File: config.mk
export PLATFORM = sky130hd
export DESIGN_NAME = ureg_arbiter
export DESIGN_NICKNAME = d
export VERILOG_FILES = /design/src/rtl/ureg_arbiter.sv
export SDC_FILE = /design/constraint.sdc
export NUM_CORES = 1
export LEC_CHECK = 0
export CAP_MARGIN = 20
export CORE_AREA = 3 3 113 115
export CTS_BUF_LIST = sky130_fd_sc_hd__clkbuf_8
export DETAILED_ROUTE_END_ITERATION = 6
export DIE_AREA = 0 0 116 118
export PLACE_DENSITY = 0.89
export SYNTH_ARGS = -nofsm -noshare
export SYNTH_HDL_FRONTEND = slang
export SYNTH_SLANG_ARGS = --single-unit
File: constraint.sdc
create_clock -name s_axi_clk -period 2 [get_ports s_axi_clk]
set_input_delay 0.5 -clock s_axi_clk [delete_from_list [all_inputs] [get_ports s_axi_clk]]
set_output_delay 0.5 -clock s_axi_clk [all_outputs]
set_load 0.1 [all_outputs]
File: src/rtl/ureg_arbiter.sv
// ureg_arbiter: two-master round-robin arbiter for the user register bus.
// m0 (AXI bridge) and m1 (local master) share reg_addr/reg_wdata/reg_wr/
// reg_rd/reg_rdata with one transaction in flight at a time.
// Each access ends with a one-cycle ack to the granted master.
// Optional feature: define UREG_ARB_LOCK_EN to add m0_lock/m1_lock.
// With the lock, a master can hold the bus across several transactions,
// for example for an atomic read-modify-write.
module ureg_arbiter #(
  parameter int ADDR_W = 11,
  parameter int DATA_W = 32,
  parameter int RD_LAT = 1
) (
  input  logic              s_axi_clk,
  input  logic              s_axi_resetn,
  input  logic              m0_req,
  input  logic              m0_we,
  input  logic [ADDR_W-1:0] m0_addr,
  input  logic [DATA_W-1:0] m0_wdata,
  output logic              m0_ack,
  output logic [DATA_W-1:0] m0_rdata,
  input  logic              m1_req,
  input  logic              m1_we,
  input  logic [ADDR_W-1:0] m1_addr,
  input  logic [DATA_W-1:0] m1_wdata,
  output logic              m1_ack,
  output logic [DATA_W-1:0] m1_rdata,
`ifdef UREG_ARB_LOCK_EN
  input  logic              m0_lock,
  input  logic              m1_lock,
`endif
  output logic [ADDR_W-1:0] reg_addr,
  output logic [DATA_W-1:0] reg_wdata,
  output logic              reg_wr,
  output logic              reg_rd,
  input  logic [DATA_W-1:0] reg_rdata,
  output logic              busy
);

  localparam int CNT_W = 3;

  typedef enum logic [1:0] {
    S_IDLE  = 2'd0,
    S_ISSUE = 2'd1,
    S_WAIT  = 2'd2,
    S_ACK   = 2'd3
  } state_t;

  state_t            state_q, state_d;
  logic              gnt_q, gnt_d;     // 0 = m0, 1 = m1 owns the transaction
  logic              last_q, last_d;   // master granted most recently
  logic              we_q, we_d;
  logic [ADDR_W-1:0] addr_q, addr_d;
  logic [DATA_W-1:0] wdata_q, wdata_d;
  logic [CNT_W-1:0]  cnt_q, cnt_d;
  logic [DATA_W-1:0] rdata0_q, rdata0_d;
  logic [DATA_W-1:0] rdata1_q, rdata1_d;
  logic              req0_eff, req1_eff;
  logic              pick;
`ifdef UREG_ARB_LOCK_EN
  logic              lock_q, lock_d;
`endif

  // State and datapath registers; reset aborts any transaction in flight.
  // last_q resets to 1 so that m0 wins the first tie.
  always_ff @(posedge s_axi_clk or negedge s_axi_resetn) begin
    if (!s_axi_resetn) begin
      state_q  <= S_IDLE;
      gnt_q    <= 1'b0;
      last_q   <= 1'b1;
      we_q     <= 1'b0;
      addr_q   <= '0;
      wdata_q  <= '0;
      cnt_q    <= '0;
      rdata0_q <= '0;
      rdata1_q <= '0;
`ifdef UREG_ARB_LOCK_EN
      lock_q   <= 1'b0;
`endif
    end else begin
      state_q  <= state_d;
      gnt_q    <= gnt_d;
      last_q   <= last_d;
      we_q     <= we_d;
      addr_q   <= addr_d;
      wdata_q  <= wdata_d;
      cnt_q    <= cnt_d;
      rdata0_q <= rdata0_d;
      rdata1_q <= rdata1_d;
`ifdef UREG_ARB_LOCK_EN
      lock_q   <= lock_d;
`endif
    end
  end

  // Next-state logic: arbitrate in IDLE, strobe in ISSUE, count read latency
  // in WAIT, and acknowledge in ACK.
  always_comb begin
    state_d  = state_q;
    gnt_d    = gnt_q;
    last_d   = last_q;
    we_d     = we_q;
    addr_d   = addr_q;
    wdata_d  = wdata_q;
    cnt_d    = cnt_q;
    rdata0_d = rdata0_q;
    rdata1_d = rdata1_q;
    req0_eff = m0_req;
    req1_eff = m1_req;
    pick     = 1'b0;
`ifdef UREG_ARB_LOCK_EN
    lock_d   = lock_q;
    // While locked, gnt_q still names the owner, so the other request is masked.
    if (lock_q) begin
      if (gnt_q) req0_eff = 1'b0;
      else       req1_eff = 1'b0;
    end
`endif
    case (state_q)
      S_IDLE: begin
        if (req0_eff || req1_eff) begin
          // Tie goes to the master that was not granted last time.
          // A single request is simply granted.
          pick    = (req0_eff && req1_eff) ? ~last_q : req1_eff;
          gnt_d   = pick;
          last_d  = pick;
          we_d    = pick ? m1_we    : m0_we;
          addr_d  = pick ? m1_addr  : m0_addr;
          wdata_d = pick ? m1_wdata : m0_wdata;
          state_d = S_ISSUE;
        end
      end
      S_ISSUE: begin
        if (we_q) begin
          state_d = S_ACK;
        end else begin
          cnt_d   = CNT_W'(RD_LAT - 1);
          state_d = S_WAIT;
        end
      end
      S_WAIT: begin
        if (cnt_q == '0) begin
          if (gnt_q) rdata1_d = reg_rdata;
          else       rdata0_d = reg_rdata;
          state_d = S_ACK;
        end else begin
          cnt_d = cnt_q - CNT_W'(1);
        end
      end
      S_ACK: begin
        state_d = S_IDLE;
`ifdef UREG_ARB_LOCK_EN
        // Only the owner can be granted while locked, so its lock level
        // in ACK both sets and releases the lock.
        lock_d = gnt_q ? m1_lock : m0_lock;
`endif
      end
      default: state_d = S_IDLE;
    endcase
  end

  // Strobes and acks are decoded from the state register.
  // Reset forces them to 0 immediately.
  assign reg_wr    = (state_q == S_ISSUE) &&  we_q;
  assign reg_rd    = (state_q == S_ISSUE) && !we_q;
  assign m0_ack    = (state_q == S_ACK) && !gnt_q;
  assign m1_ack    = (state_q == S_ACK) &&  gnt_q;
  assign busy      = (state_q != S_IDLE);
  assign reg_addr  = addr_q;
  assign reg_wdata = wdata_q;
  assign m0_rdata  = rdata0_q;
  assign m1_rdata  = rdata1_q;

endmodule

==> impl_metrics.env <==
export IMPL_crit_path_end_kind="output pin"
export IMPL_path_class="reg -> out"
export IMPL_grt_pass1_wl_um=22350
export IMPL_clk_latency_ns=0.42
export IMPL_io_buffers=235
export IMPL_area_growth_syn_to_layout_pct=66.94
export IMPL_ys_types=32
export IMPL_h_tree_depth=4
export IMPL_multiInputGateArea_um2=1922
export IMPL_yosys_warnings=0
export IMPL_reg2reg_depth=6
export IMPL_slowest_delay_ns=0.42
export IMPL_routedWlPerCell_um=17.84
export IMPL_num_rows=40
export IMPL_worst_ep_arrival_time_ns=1.49
export IMPL_cp_required_ns=1.50
export IMPL_place_hpwl_um=10720
export IMPL_postSynthAreaPerCell_um2=13.05
export IMPL_core_um2=11910
export IMPL_rr_endpoint="m0_rdata[21]$_DFFE_PN0P_"
export IMPL_synth_cells=379
export IMPL_numCtsBuffers=17
export IMPL_worst_slew_pin_slew_ns=0.4629
export IMPL_clock_sinks=115
export IMPL_seq_area_um2=2880
export IMPL_status="completed"
export IMPL_track_usage=0.2116
export IMPL_totalWireLength_um=14000
export IMPL_cp_cell_sequence="inv_2, ha_2, and2_4, buf_12"
export IMPL_antenna_found_initial=0
export IMPL_start_kind="register"
export IMPL_initial_core_util=0.4152
export IMPL_slowest_stage="dfrtp_1"
export IMPL_ant_nets=0
export IMPL_post_route_min_period_ns=1.987
export IMPL_r2r_start="state_q[0]$_DFFE_PN0P_"
export IMPL_gp_congestion=0.7788
export IMPL_timing_final_crit_share=0.9934
export IMPL_syn_area_um2=4946
export IMPL_overflow=0
export IMPL_final_nets=757
export IMPL_hold_viol=0
export IMPL_yosysSeqAreaShare=0.5821
export IMPL_drtPass1Iterations=4
export IMPL_cts_tree="built"
export IMPL_yosys_top_cells_area="dfrtp_1, mux2_2, mux2i_1"
export IMPL_fillers=800
export IMPL_final_util=0.6932
export IMPL_drv_cap=0
export IMPL_drive_gt1_frac=0.3621
export IMPL_final_cell_mix="clkdlybuf4s50_1, dfrtp_1, buf_4"
export IMPL_max_freq_mhz=503.3
export IMPL_drv_slew=0
export IMPL_clock_path_buffers=2
export IMPL_drc=0
export IMPL_fin_skew_ns=0.01065
export IMPL_cp_max_fo=4
export IMPL_n_antenna_cell=0
export IMPL_synth_top_cell_by_area="dfrtp_1"
export IMPL_drt_iter0_drc=190
export IMPL_dieWidth_um=116
export IMPL_synth_top_area_share=0.5768
export IMPL_rsz0062_at_grt="yes"
export IMPL_die_area_um2=13690
export IMPL_ios=236
export IMPL_avgViaCountPerCell=5.078
export IMPL_root_buffer="clkbuf_8"
export IMPL_max_slew_margin=0.6914
export IMPL_regToRegSetupSlack_ns=0.13
export IMPL_finalSetupViolations=0
export IMPL_hold_path_class="in -> async"
export IMPL_final_common_cell="clkdlybuf4s50_1"
export IMPL_synth_seq_cells=115
export IMPL_synth_nets=510
export IMPL_grt_pass1_vias=4461
export IMPL_die_h_um=118
export IMPL_clk_pin_slew_ns=0.07
export IMPL_dr_total_vias=3986
export IMPL_grt_max_degree=58
-- worst max-delay path by stage --
| stage | from | end | depth (start not counted) |
|---|---|---|---|
| 3_5_place_dp | m1_req | reg_addr[6]$_DFFE_PN0P_ | 5 |
| 6_report | state_q[1]$_DFFE_PN0P_ | reg_wr | 4 |
| 4_1_cts | state_q[1]$_DFFE_PN0P_ | reg_wr | 4 |
| 3_3_place_gp | m1_req | reg_wdata[9]$_DFFE_PN0P_ | 5 |
| 5_1_grt | state_q[1]$_DFFE_PN0P_ | reg_wr | 4 |
| 2_1_floorplan | state_q[1]$_DFFE_PN0P_ | reg_rd | 3 |
-- registers in the layout, indices dropped and copies added (netlist names) --
register	cells
reg_addr	11
we_q	1
last_q	1
gnt_q	1
state_q	2
reg_wdata	32
cnt_q	3
m0_rdata	32
m1_rdata	32
-- cell families (layout without fill, tap and decap cells) --
logic type / after synthesis / after routing / synth area share
DFF: 115 / 115 / 0.5821
muxes: 109 / 109 / 0.2370
and+or+nand+nor: 62 / 63 / 0.05818
AOI/OAI and AO/OA: 58 / 58 / 0.06502
buffers and inverters: 28 / 286 / 0.03997
adders and majority gates: 7 / 7 / 0.01771
-- final cells by class --
| cell class | instances | share of cell area |
|---|---|---|
| multi-input cells | 237 | 0.2328 |
| repair buffers | 249 | 0.3482 |
| clock buffers | 21 | 0.03501 |
| inverters | 6 | 0.002728 |
| well taps | 147 | 0.02228 |
| flip-flops and latches | 115 | 0.3488 |
| clock inverters | 10 | 0.01015 |
-- worst max-delay path, delay by kind of cell (launching register included) --
kind	cells	cell delay [ns]
adder cells (fa/ha/maj)	1	0.20
buffers and inverters	2	0.28
AND/OR/NAND/NOR	1	0.17
flip-flops	1	0.42
-- metal layers --
| metal | GRT usage | part of all wire | vias up |
|---|---|---|---|
| met1 | 0.2363 | 0.37 | 1933 |
| met5 | 0 | 0 | - |
| met2 | 0.3655 | 0.52 | 197 |
| li1 | - | - | 1831 |
| met4 | 0.09137 | 0.025 | 0 |
| met3 | 0.06684 | 0.081 | 25 |
-- per-stage QoR --
stage | instances | area (µm²) | setup TNS [ns] | worst slack (ns) | hold WS [ns]
after global routing | 785 | 8257 | -0.1231 | -0.05337 | 0.03745
final | 785 | 8257 | 0 | 0.01316 | 0.03843
after detailed placement | 749 | 7812 | -0.05765 | -0.03116 | 0.4762
after floorplan | 379 | 4952 | 0 | 0.009262 | 0.2044
after global placement | 749 | 7812 | 0 | 0.06556 | 0.4641
after CTS | 783 | 8233 | -0.04761 | -0.03442 | 0.02161
-- timing repair --
action,4_1_cts,5_1_grt
gates cloned,1,0
setup buffers,2,2
endpoints found under the setup margin,4,31
hold buffers,0,0
resized for setup,7,3
-- cell usage after synthesis --
library cell / n
or4b_1: 1
nor2_1: 3
inv_1: 5
nand3_1: 2
o21ai_2: 1
and2b_1: 1
nor3_1: 1
nand3_4: 1
clkbuf_1: 8
a21bo_2: 1
dfstp_2: 1
o21ai_0: 48
mux2_1: 6
buf_2: 2
o221ai_1: 1
o311ai_0: 2
inv_2: 1
buf_6: 12
and2_1: 2
dfrtp_1: 114
nand2b_1: 2
ha_1: 7
nor2b_1: 2
nand2_1: 46
a2bb2oi_1: 1
a221oi_1: 1
a31oi_1: 1
nor3_4: 1
mux2_2: 59
mux2i_1: 44
a21oi_1: 1
a22oi_1: 1
Power is not shown: default switching activity piles up to over one toggle a cycle in this logic, so the estimate is an artifact.
